<file path="config.mk">
export PLATFORM = sky130hd
export DESIGN_NAME = id_ex_stage_flat
export DESIGN_NICKNAME = d
export VERILOG_FILES = /design/src/rtl/id_ex_stage_if.sv /design/src/rtl/id_ex_stage.sv /design/src/flat_wrapper.sv
export SDC_FILE = /design/constraint.sdc
export NUM_CORES = 1
export LEC_CHECK = 0
export ABC_AREA = 1
export CAP_MARGIN = 20
export CELL_PAD_IN_SITES_DETAIL_PLACEMENT = 1
export CELL_PAD_IN_SITES_GLOBAL_PLACEMENT = 1
export CORE_MARGIN = 2
export CORE_UTILIZATION = 32
export CTS_CLUSTER_DIAMETER = 80
export CTS_CLUSTER_SIZE = 28
export DETAILED_ROUTE_END_ITERATION = 16
export GPL_ROUTABILITY_DRIVEN = 0
export HOLD_SLACK_MARGIN = 0.05
export PLACE_DENSITY_LB_ADDON = 0.1
export SYNTH_ARGS = -nofsm -noshare
export SYNTH_HDL_FRONTEND = slang
export SYNTH_SLANG_ARGS = --single-unit
export TNS_END_PERCENT = 1
</file>
<file path="constraint.sdc">
create_clock -name clk -period 3.3 [get_ports clk]
set_input_delay 0.495 -clock clk [delete_from_list [all_inputs] [get_ports clk]]
set_output_delay 0.495 -clock clk [all_outputs]
set_load 0.02 [all_outputs]
</file>
<file path="src/rtl/id_ex_stage_if.sv">
// ID->EX stage bundle: ID-side request/operands, EX-side registered outputs.
// slave = the stage itself, master = the surrounding pipeline (ID/bypass/EX).
interface id_ex_stage_if #(
    parameter int DATA_WIDTH   = 32,
    parameter int REG_WIDTH    = 5,
    parameter int ALU_OP_WIDTH = 8,
    parameter int LSU_OP_WIDTH = 4
) ();
    logic                    flush;
    logic                    id_valid;
    logic                    id_ready;
    logic [DATA_WIDTH-1:0]   id_pc;
    logic [DATA_WIDTH-1:0]   id_rs1_data;
    logic [DATA_WIDTH-1:0]   id_rs2_data;
    logic                    id_rs1_load_flag;
    logic                    id_rs2_load_flag;
    logic [DATA_WIDTH-1:0]   id_imm;
    logic [ALU_OP_WIDTH-1:0] id_alu_op;
    logic [LSU_OP_WIDTH-1:0] id_lsu_op;
    logic                    id_rw_en;
    logic [REG_WIDTH-1:0]    id_rw_addr;
    logic                    ex_valid;
    logic                    ex_ready;
    logic [DATA_WIDTH-1:0]   ex_pc;
    logic [DATA_WIDTH-1:0]   ex_rs1_data;
    logic [DATA_WIDTH-1:0]   ex_rs2_data;
    logic [DATA_WIDTH-1:0]   ex_imm;
    logic [ALU_OP_WIDTH-1:0] ex_alu_op;
    logic [LSU_OP_WIDTH-1:0] ex_lsu_op;
    logic                    ex_rw_en;
    logic [REG_WIDTH-1:0]    ex_rw_addr;
    logic [31:0]             bubble_cnt;

    modport slave (
        input  flush, id_valid, id_pc, id_rs1_data, id_rs2_data,
        input  id_rs1_load_flag, id_rs2_load_flag, id_imm,
        input  id_alu_op, id_lsu_op, id_rw_en, id_rw_addr, ex_ready,
        output id_ready, ex_valid, ex_pc, ex_rs1_data, ex_rs2_data,
        output ex_imm, ex_alu_op, ex_lsu_op, ex_rw_en, ex_rw_addr,
        output bubble_cnt
    );

    modport master (
        output flush, id_valid, id_pc, id_rs1_data, id_rs2_data,
        output id_rs1_load_flag, id_rs2_load_flag, id_imm,
        output id_alu_op, id_lsu_op, id_rw_en, id_rw_addr, ex_ready,
        input  id_ready, ex_valid, ex_pc, ex_rs1_data, ex_rs2_data,
        input  ex_imm, ex_alu_op, ex_lsu_op, ex_rw_en, ex_rw_addr,
        input  bubble_cnt
    );
endinterface

</file>
<file path="src/rtl/id_ex_stage.sv">
// ID->EX pipeline register with load-use bubble insertion.
// Ports: clk, rst_n (async, active low), bus (id_ex_stage_if.slave).
module id_ex_stage #(
    parameter int DATA_WIDTH   = 32,
    parameter int REG_WIDTH    = 5,
    parameter int ALU_OP_WIDTH = 8,
    parameter int LSU_OP_WIDTH = 4
) (
    input  logic         clk,
    input  logic         rst_n,
    id_ex_stage_if.slave bus
);
    typedef enum logic [1:0] {
        EMPTY  = 2'd0,
        FULL   = 2'd1,
        BUBBLE = 2'd2
    } state_e;

    state_e                  state_q, state_d;
    logic [DATA_WIDTH-1:0]   pc_q, rs1_q, rs2_q, imm_q;
    logic [ALU_OP_WIDTH-1:0] alu_op_q;
    logic [LSU_OP_WIDTH-1:0] lsu_op_q;
    logic                    rw_en_q;
    logic [REG_WIDTH-1:0]    rw_addr_q;
    logic [31:0]             bubble_cnt_q, bubble_cnt_d;

    logic ex_valid;
    logic hazard;
    logic adv;
    logic cap;

    assign ex_valid = (state_q == FULL);
    assign hazard   = bus.id_valid &
                      (bus.id_rs1_load_flag | bus.id_rs2_load_flag);
    assign adv      = ~ex_valid | bus.ex_ready;

    // rst_n gate keeps ID stalled while the stage is held in reset
    assign bus.id_ready = rst_n & adv & ~hazard & ~bus.flush;

    // Arms are made mutually exclusive so flush wins over everything
    always_comb begin
        state_d      = state_q;
        bubble_cnt_d = bubble_cnt_q;
        cap          = 1'b0;
        unique case (1'b1)
            bus.flush: begin
                state_d = EMPTY;
            end
            ~bus.flush & adv & bus.id_valid & ~hazard: begin
                state_d = FULL;
                cap     = 1'b1;
            end
            ~bus.flush & adv & hazard: begin
                state_d      = BUBBLE;
                bubble_cnt_d = bubble_cnt_q + 32'd1;
            end
            ~bus.flush & adv & ~bus.id_valid: begin
                state_d = EMPTY;
            end
            default: begin
                state_d = state_q;
            end
        endcase
    end

    always_ff @(posedge clk or negedge rst_n) begin
        if (!rst_n) begin
            state_q      <= EMPTY;
            bubble_cnt_q <= '0;
            pc_q         <= '0;
            rs1_q        <= '0;
            rs2_q        <= '0;
            imm_q        <= '0;
            alu_op_q     <= '0;
            lsu_op_q     <= '0;
            rw_en_q      <= 1'b0;
            rw_addr_q    <= '0;
        end else begin
            state_q      <= state_d;
            bubble_cnt_q <= bubble_cnt_d;
            if (cap) begin
                pc_q      <= bus.id_pc;
                rs1_q     <= bus.id_rs1_data;
                rs2_q     <= bus.id_rs2_data;
                imm_q     <= bus.id_imm;
                alu_op_q  <= bus.id_alu_op;
                lsu_op_q  <= bus.id_lsu_op;
                rw_en_q   <= bus.id_rw_en;
                rw_addr_q <= bus.id_rw_addr;
            end
        end
    end

    assign bus.ex_valid    = ex_valid;
    assign bus.ex_pc       = pc_q;
    assign bus.ex_rs1_data = rs1_q;
    assign bus.ex_rs2_data = rs2_q;
    assign bus.ex_imm      = imm_q;
    assign bus.ex_alu_op   = alu_op_q;
    assign bus.ex_lsu_op   = lsu_op_q;
    // A bubble or flushed entry must never look like a forwarding source
    assign bus.ex_rw_en    = rw_en_q & ex_valid;
    assign bus.ex_rw_addr  = rw_addr_q;
    assign bus.bubble_cnt  = bubble_cnt_q;
endmodule

</file>
<file path="src/flat_wrapper.sv">
// flat-port wrapper written by rule: the top's interface ports become plain ports
module id_ex_stage_flat 
#(
    parameter int DATA_WIDTH   = 32,
    parameter int REG_WIDTH    = 5,
    parameter int ALU_OP_WIDTH = 8,
    parameter int LSU_OP_WIDTH = 4
)
  (clk, rst_n, bus_flush, bus_id_valid, bus_id_pc, bus_id_rs1_data, bus_id_rs2_data, bus_id_rs1_load_flag, bus_id_rs2_load_flag, bus_id_imm, bus_id_alu_op, bus_id_lsu_op, bus_id_rw_en, bus_id_rw_addr, bus_ex_ready, bus_id_ready, bus_ex_valid, bus_ex_pc, bus_ex_rs1_data, bus_ex_rs2_data, bus_ex_imm, bus_ex_alu_op, bus_ex_lsu_op, bus_ex_rw_en, bus_ex_rw_addr, bus_bubble_cnt);
  id_ex_stage_if #(.DATA_WIDTH(DATA_WIDTH), .REG_WIDTH(REG_WIDTH), .ALU_OP_WIDTH(ALU_OP_WIDTH), .LSU_OP_WIDTH(LSU_OP_WIDTH)) bus_i ();
  input  logic clk;
  input  logic rst_n;
  input wire logic [$bits(bus_i.flush)-1:0] bus_flush;
  input wire logic [$bits(bus_i.id_valid)-1:0] bus_id_valid;
  input wire logic [$bits(bus_i.id_pc)-1:0] bus_id_pc;
  input wire logic [$bits(bus_i.id_rs1_data)-1:0] bus_id_rs1_data;
  input wire logic [$bits(bus_i.id_rs2_data)-1:0] bus_id_rs2_data;
  input wire logic [$bits(bus_i.id_rs1_load_flag)-1:0] bus_id_rs1_load_flag;
  input wire logic [$bits(bus_i.id_rs2_load_flag)-1:0] bus_id_rs2_load_flag;
  input wire logic [$bits(bus_i.id_imm)-1:0] bus_id_imm;
  input wire logic [$bits(bus_i.id_alu_op)-1:0] bus_id_alu_op;
  input wire logic [$bits(bus_i.id_lsu_op)-1:0] bus_id_lsu_op;
  input wire logic [$bits(bus_i.id_rw_en)-1:0] bus_id_rw_en;
  input wire logic [$bits(bus_i.id_rw_addr)-1:0] bus_id_rw_addr;
  input wire logic [$bits(bus_i.ex_ready)-1:0] bus_ex_ready;
  output wire logic [$bits(bus_i.id_ready)-1:0] bus_id_ready;
  output wire logic [$bits(bus_i.ex_valid)-1:0] bus_ex_valid;
  output wire logic [$bits(bus_i.ex_pc)-1:0] bus_ex_pc;
  output wire logic [$bits(bus_i.ex_rs1_data)-1:0] bus_ex_rs1_data;
  output wire logic [$bits(bus_i.ex_rs2_data)-1:0] bus_ex_rs2_data;
  output wire logic [$bits(bus_i.ex_imm)-1:0] bus_ex_imm;
  output wire logic [$bits(bus_i.ex_alu_op)-1:0] bus_ex_alu_op;
  output wire logic [$bits(bus_i.ex_lsu_op)-1:0] bus_ex_lsu_op;
  output wire logic [$bits(bus_i.ex_rw_en)-1:0] bus_ex_rw_en;
  output wire logic [$bits(bus_i.ex_rw_addr)-1:0] bus_ex_rw_addr;
  output wire logic [$bits(bus_i.bubble_cnt)-1:0] bus_bubble_cnt;
  assign bus_i.flush = bus_flush;
  assign bus_i.id_valid = bus_id_valid;
  assign bus_i.id_pc = bus_id_pc;
  assign bus_i.id_rs1_data = bus_id_rs1_data;
  assign bus_i.id_rs2_data = bus_id_rs2_data;
  assign bus_i.id_rs1_load_flag = bus_id_rs1_load_flag;
  assign bus_i.id_rs2_load_flag = bus_id_rs2_load_flag;
  assign bus_i.id_imm = bus_id_imm;
  assign bus_i.id_alu_op = bus_id_alu_op;
  assign bus_i.id_lsu_op = bus_id_lsu_op;
  assign bus_i.id_rw_en = bus_id_rw_en;
  assign bus_i.id_rw_addr = bus_id_rw_addr;
  assign bus_i.ex_ready = bus_ex_ready;
  assign bus_id_ready = bus_i.id_ready;
  assign bus_ex_valid = bus_i.ex_valid;
  assign bus_ex_pc = bus_i.ex_pc;
  assign bus_ex_rs1_data = bus_i.ex_rs1_data;
  assign bus_ex_rs2_data = bus_i.ex_rs2_data;
  assign bus_ex_imm = bus_i.ex_imm;
  assign bus_ex_alu_op = bus_i.ex_alu_op;
  assign bus_ex_lsu_op = bus_i.ex_lsu_op;
  assign bus_ex_rw_en = bus_i.ex_rw_en;
  assign bus_ex_rw_addr = bus_i.ex_rw_addr;
  assign bus_bubble_cnt = bus_i.bubble_cnt;
  id_ex_stage #(.DATA_WIDTH(DATA_WIDTH), .REG_WIDTH(REG_WIDTH), .ALU_OP_WIDTH(ALU_OP_WIDTH), .LSU_OP_WIDTH(LSU_OP_WIDTH)) u_core (.clk(clk), .rst_n(rst_n), .bus(bus_i));
endmodule
</file>
Word level (Yosys, flattened, before mapping)
Index checks and enable logic that the tools add are counted.

operators by class
  add/subtract/negate cells = 1
  equal/unequal tests = 1
  muxes and demuxes = 2
  bitwise gates (word level) = 16
  reduce and logical (&&, ||, !) cells = 2

operators with widths
  operator                                             count
  adder 32 x 1 -> 32 bit, second input constant        1
  AND 1 bit                                            10
  case mux 2 bit (3 select lines)                      1
  inverter 1 bit                                       4
  nonzero test 3 bit                                   1
  equality test 2 x 1 -> 1 bit, second input constant  1
  bitwise OR 1 bit                                     2
  OR reduction 2 bit                                   1
  two-way mux 1 bit                                    1

storage, ports and cells
  register bits after elaboration = 180
  bits of input ports = 153
  word-level logic and storage cells = 32

Longest topological paths before layout
  depth in word-level cells = 7
  mapped depth = 10
  mapped depth without buffers = 10

Worst setup path before layout
No wires, ideal clock.

  path type = in2out
  start point = in bus_id_rs2_load_flag
  end point = out bus_id_ready
  arrival time = 1.094 ns
  required time = 2.805 ns
  path slack = 1.711 ns
  stages = 5
  path buffers = 0
  cells stage by stage = nor2_2 > nor2_4 > inv_2 > nand2_1 > nor2_1

on the way
  longest elaborated chain between the ends = 5

RTL lines
  element                 line                RTL
  start, declared         flat_wrapper.sv:19  input wire logic [$bits(bus_i.id_rs2_load_flag)-1:0] bus_id_rs2_load_flag;
  bitwise OR 1 bit        id_ex_stage.sv:34   (bus.id_rs1_load_flag | bus.id_rs2_load_flag);
  AND 1 bit               id_ex_stage.sv:33   assign hazard = bus.id_valid &
  inverter 1 bit          id_ex_stage.sv:38   assign bus.id_ready = rst_n & adv & ~hazard & ~bus.flush;
  AND 1 bit (2 in a row)  id_ex_stage.sv:38
  end, declared           flat_wrapper.sv:26  output wire logic [$bits(bus_i.id_ready)-1:0] bus_id_ready;

No other way between the ends.

Final worst setup path
Ends and elaborated chain as after synthesis.

==> metrics.md <==
| Metric | Value |
|---|---|
| TritonCTS Buffers | 17 |
| Number of global-route vias before repair | 6724 |
| Largest family of logic cells by synthesized area | simple AND/OR/NAND/NOR gates |
| Metal2 WL | 11500 µm |
| Finished Layout Cells | 1534 |
| CTS Hold Buffers Added | 0 |
| CP Cell Sequence | clkdlybuf4s50_1 > nor2_2 > nor2_4 > inv_2 > nand2_1 > nor2_1 > clkdlybuf4s50_1 |
| RSZ-0062 raised after global routing | false |
| Post-route cell area | 0.0118 mm² |
| CP dominant cell by count | clkdlybuf4s50_1 |
| Area share of the largest cell type after synthesis | 0.593 |
| Synthesized net count | 1030 |
| Htree depth | 4 |
| Max Fclk | 404 MHz |
| DP HPWL | 18000 µm |
| Relative slew slack | 0.323 |
| Cell family with most CP delay | buffers and inverters |
| Final setup fails | 0 |
| Area grow syn2layout | 55.9% |
| Post-synthesis cell area | 0.00759 mm² |
| Starting DRT DRC Count | 220 |
| GRT Util Overall | 0.194 |
| Slowest Stage Delay on Critical Path | 610 ps |
| Fin crit share | 0.751 |
| Global-route wire length before repair | 37200 µm |
| Critical Path Start | bus_id_rs2_load_flag |
| Routed WL | 24100 µm |
| # resized after CTS | 0 |
| Die width | 158 µm |
| Clock skew | 7.36 ps |
| WL/cell | 15.7 µm |
| Longest Clk Path Bufs | 2 |
| Yosys Warn Count | 0 |
| Row count | 56 |
| Final hold violations | 0 |
| Yosys top cell by area | dfrtp_1 |
| Vias | 6691 |
| R2R Path Start | u_core.state_q[0]$_DFFE_PN0P_ |
| Syn Inst Count | 876 |
| Unique masters post-synth | 24 |
| Worst skew pair latency | 420 ps |
| Io pins | 333 |
| Synth top area cells | dfrtp_1, nand2_1, inv_1 |
| CP arrival | 1980 ps |
| Crit Path Class | input pin to primary output |
| Metal-1 WL | 9930 µm |
| Compound-gate portion of the synthesized area | 0.0986 |
| Buf/Inv on CP | 3 |
| P_leak | 5.73 nW |
| Highest metal used | met5 |
| Hold WC Path Type | input pin to asynchronous set/reset pin |
| Pin count of the biggest net entering global routing | 181 |
| Area after DPL | 0.0113 mm² |
| Register area share after synthesis | 0.593 |
| Initial antenna violation count | 3 |
| Synth Area in Adders | 0.00165 |
| Input/output buffers | 332 |
| Critical Path Sink Type | primary output |
| Slew at the pin closest to its max-slew limit | 1020 ps |
| Setup Buffers After CTS | 0 |
| Antenna Violating Nets Remaining | 0 |
| Status | finished clean |
| Met3 wire length | 2300 µm |
| Sink Count | 180 |
| Area of the multi-input gates | 0.00223 mm² |
| Worst vdd ir | 0.282 mV |
| Total iterations of the first detailed-routing run | 4 |
| Crit-path max FO | 2 |
| Hold slack final | 239 ps |
| Simple-gate area share of the yosys netlist | 0.174 |
| Mean area per synthesized cell | 8.67 µm² |
| Fillers | 2763 |
| Mux contribution to synthesized area | 0 |
| Share of cells above drive strength 1 | 0.0462 |
| Setup TNS | 0 ps |
| Root Buffer | clkbuf_16 |
| Remaining global-route overflow | 0 |
| Synth Register Bits | 180 |
| Fin crit period | 2480 ps |
| Reg area | 0.00450 mm² |
| Die Area | 0.0250 mm² |
| Starting Density | 0.324 |
| DR vias/cell | 4.36 |
| Residual DRC | 0 |
| Fin. max-slew vios | 0 |
| Max cap viols | 0 |
| TritonCTS clock tree | done |
| Worst Setup Start Kind | input pin |
| Total Nets Final | 1356 |
| CTS clk-pin slew, worst paths | 70 ps |
| P per Cell Area | 573 mW/mm² |
| Core area | 0.0234 mm² |
| Area share of xor/xnor cells in the synthesized design | 0.0196 |
| Worst Path Required | 2800 ps |
| Critical path's slowest cell | clkdlybuf4s50_1 |
| Finished Core Util | 0.506 |
| Die Ht | 158 µm |
| Dpl cells | 1502 |
-- state kept, by name, summed over array words and instances (netlist names), 2 cells and up --
| register | count |
|---|---|
| u_core.bus.bubble_cnt | 32 |
| u_core.bus.ex_alu_op | 8 |
| u_core.bus.ex_imm | 32 |
| u_core.bus.ex_lsu_op | 4 |
| u_core.bus.ex_pc | 32 |
| u_core.bus.ex_rs1_data | 32 |
| u_core.bus.ex_rs2_data | 32 |
| u_core.bus.ex_rw_addr | 5 |
| u_core.state_q | 2 |
-- cell type report --
type                       instances  area share
antenna                            2    0.000423
clock buffer                      19      0.0383
clock inverter                    11     0.00877
inverter                         184      0.0584
multi-input combinational        479       0.189
sequential                       180       0.381
tap                              319      0.0337
timing repair buffer             340       0.291
-- cell usage after synthesis --
cell type,n
nor3_2,3
o21ai_1,27
nand3_1,20
buf_2,27
clkbuf_2,4
xnor2_1,7
o21ai_0,121
inv_2,1
clkbuf_1,2
nor2_1,29
inv_1,183
nor3_1,5
nor2_2,7
nand2_1,229
nor2_4,3
nand3b_1,3
nand3_2,2
ha_1,1
o21bai_1,1
xor2_1,10
and3_1,1
nand4_1,9
dfrtp_1,180
nand3_4,1
-- per-layer routing --
metal  vias up  track usage
li1       3294            -
met1      3164        0.231
met2       210        0.324
met3        21       0.0734
met4         2       0.0601
met5         -            0
-- power breakdown --
| group | internal, mW | switching (mW) |
|---|---|---|
| Sequential | 2.59 | 0.229 |
| Clock | 1.08 | 0.882 |
| Combinational | 0.976 | 1.02 |
| Total | 4.64 | 2.14 |
-- worst paths after layout --
kind	to	slack, ps	cells after the start
worst max-delay path	bus_id_ready	820	7
worst min register to register	u_core.bus.ex_pc[15]$_DFFE_PN0P_	490	2
max in group asynchronous	u_core.bus.ex_pc[10]$_DFFE_PN0P_	2280	2
worst min-delay path	u_core.bus.ex_rs2_data[3]$_DFFE_PN0P_	240	2
worst max register to register	u_core.bus.ex_imm[27]$_DFFE_PN0P_	1410	5
min in group clk	u_core.bus.ex_pc[15]$_DFFE_PN0P_	490	2
-- cell families after synthesis --
family	Yosys count
XOR/XNOR	17
AO/OA/AOI/OAI	149
adder cells (fa/ha/maj)	1
buffers and inverters	217
AND/OR/NAND/NOR	312
flip-flops	180
-- per-stage QoR --
stage	worst slack, ps	power [mW]
2_1_floorplan	1710	3.68
3_3_place_gp	826	4.84
3_5_place_dp	806	4.89
4_1_cts	807	6.89
5_1_grt	735	7.15
6_report	822	6.78
-- layout by cell type (no fill, tap or decap) --
master,netlist,routed
nand2_1,229,229
nand3_4,1,1
nor3_1,5,5
nand3b_1,3,3
inv_2,1,1
and3_1,1,1
nor2_2,7,7
buf_4,0,3
o21bai_1,1,1
clkbuf_8,0,2
xnor2_1,7,7
diode_2,0,2
bufinv_16,0,1
clkinvlp_4,0,2
inv_1,183,183
ha_1,1,1
nand4_1,9,9
xor2_1,10,10
nor2_1,29,29
clkinv_2,0,3
nor2_4,3,3
clkbuf_16,0,17
buf_12,0,5
nand3_1,20,20
dfrtp_1,180,180
inv_6,0,3
nand3_2,2,2
clkdlybuf4s50_1,0,331
o21ai_0,121,121
clkinv_4,0,2
nor3_2,3,3
buf_6,0,1
o21ai_1,27,27
No activity file was read; power rests on OpenSTA's default activity.
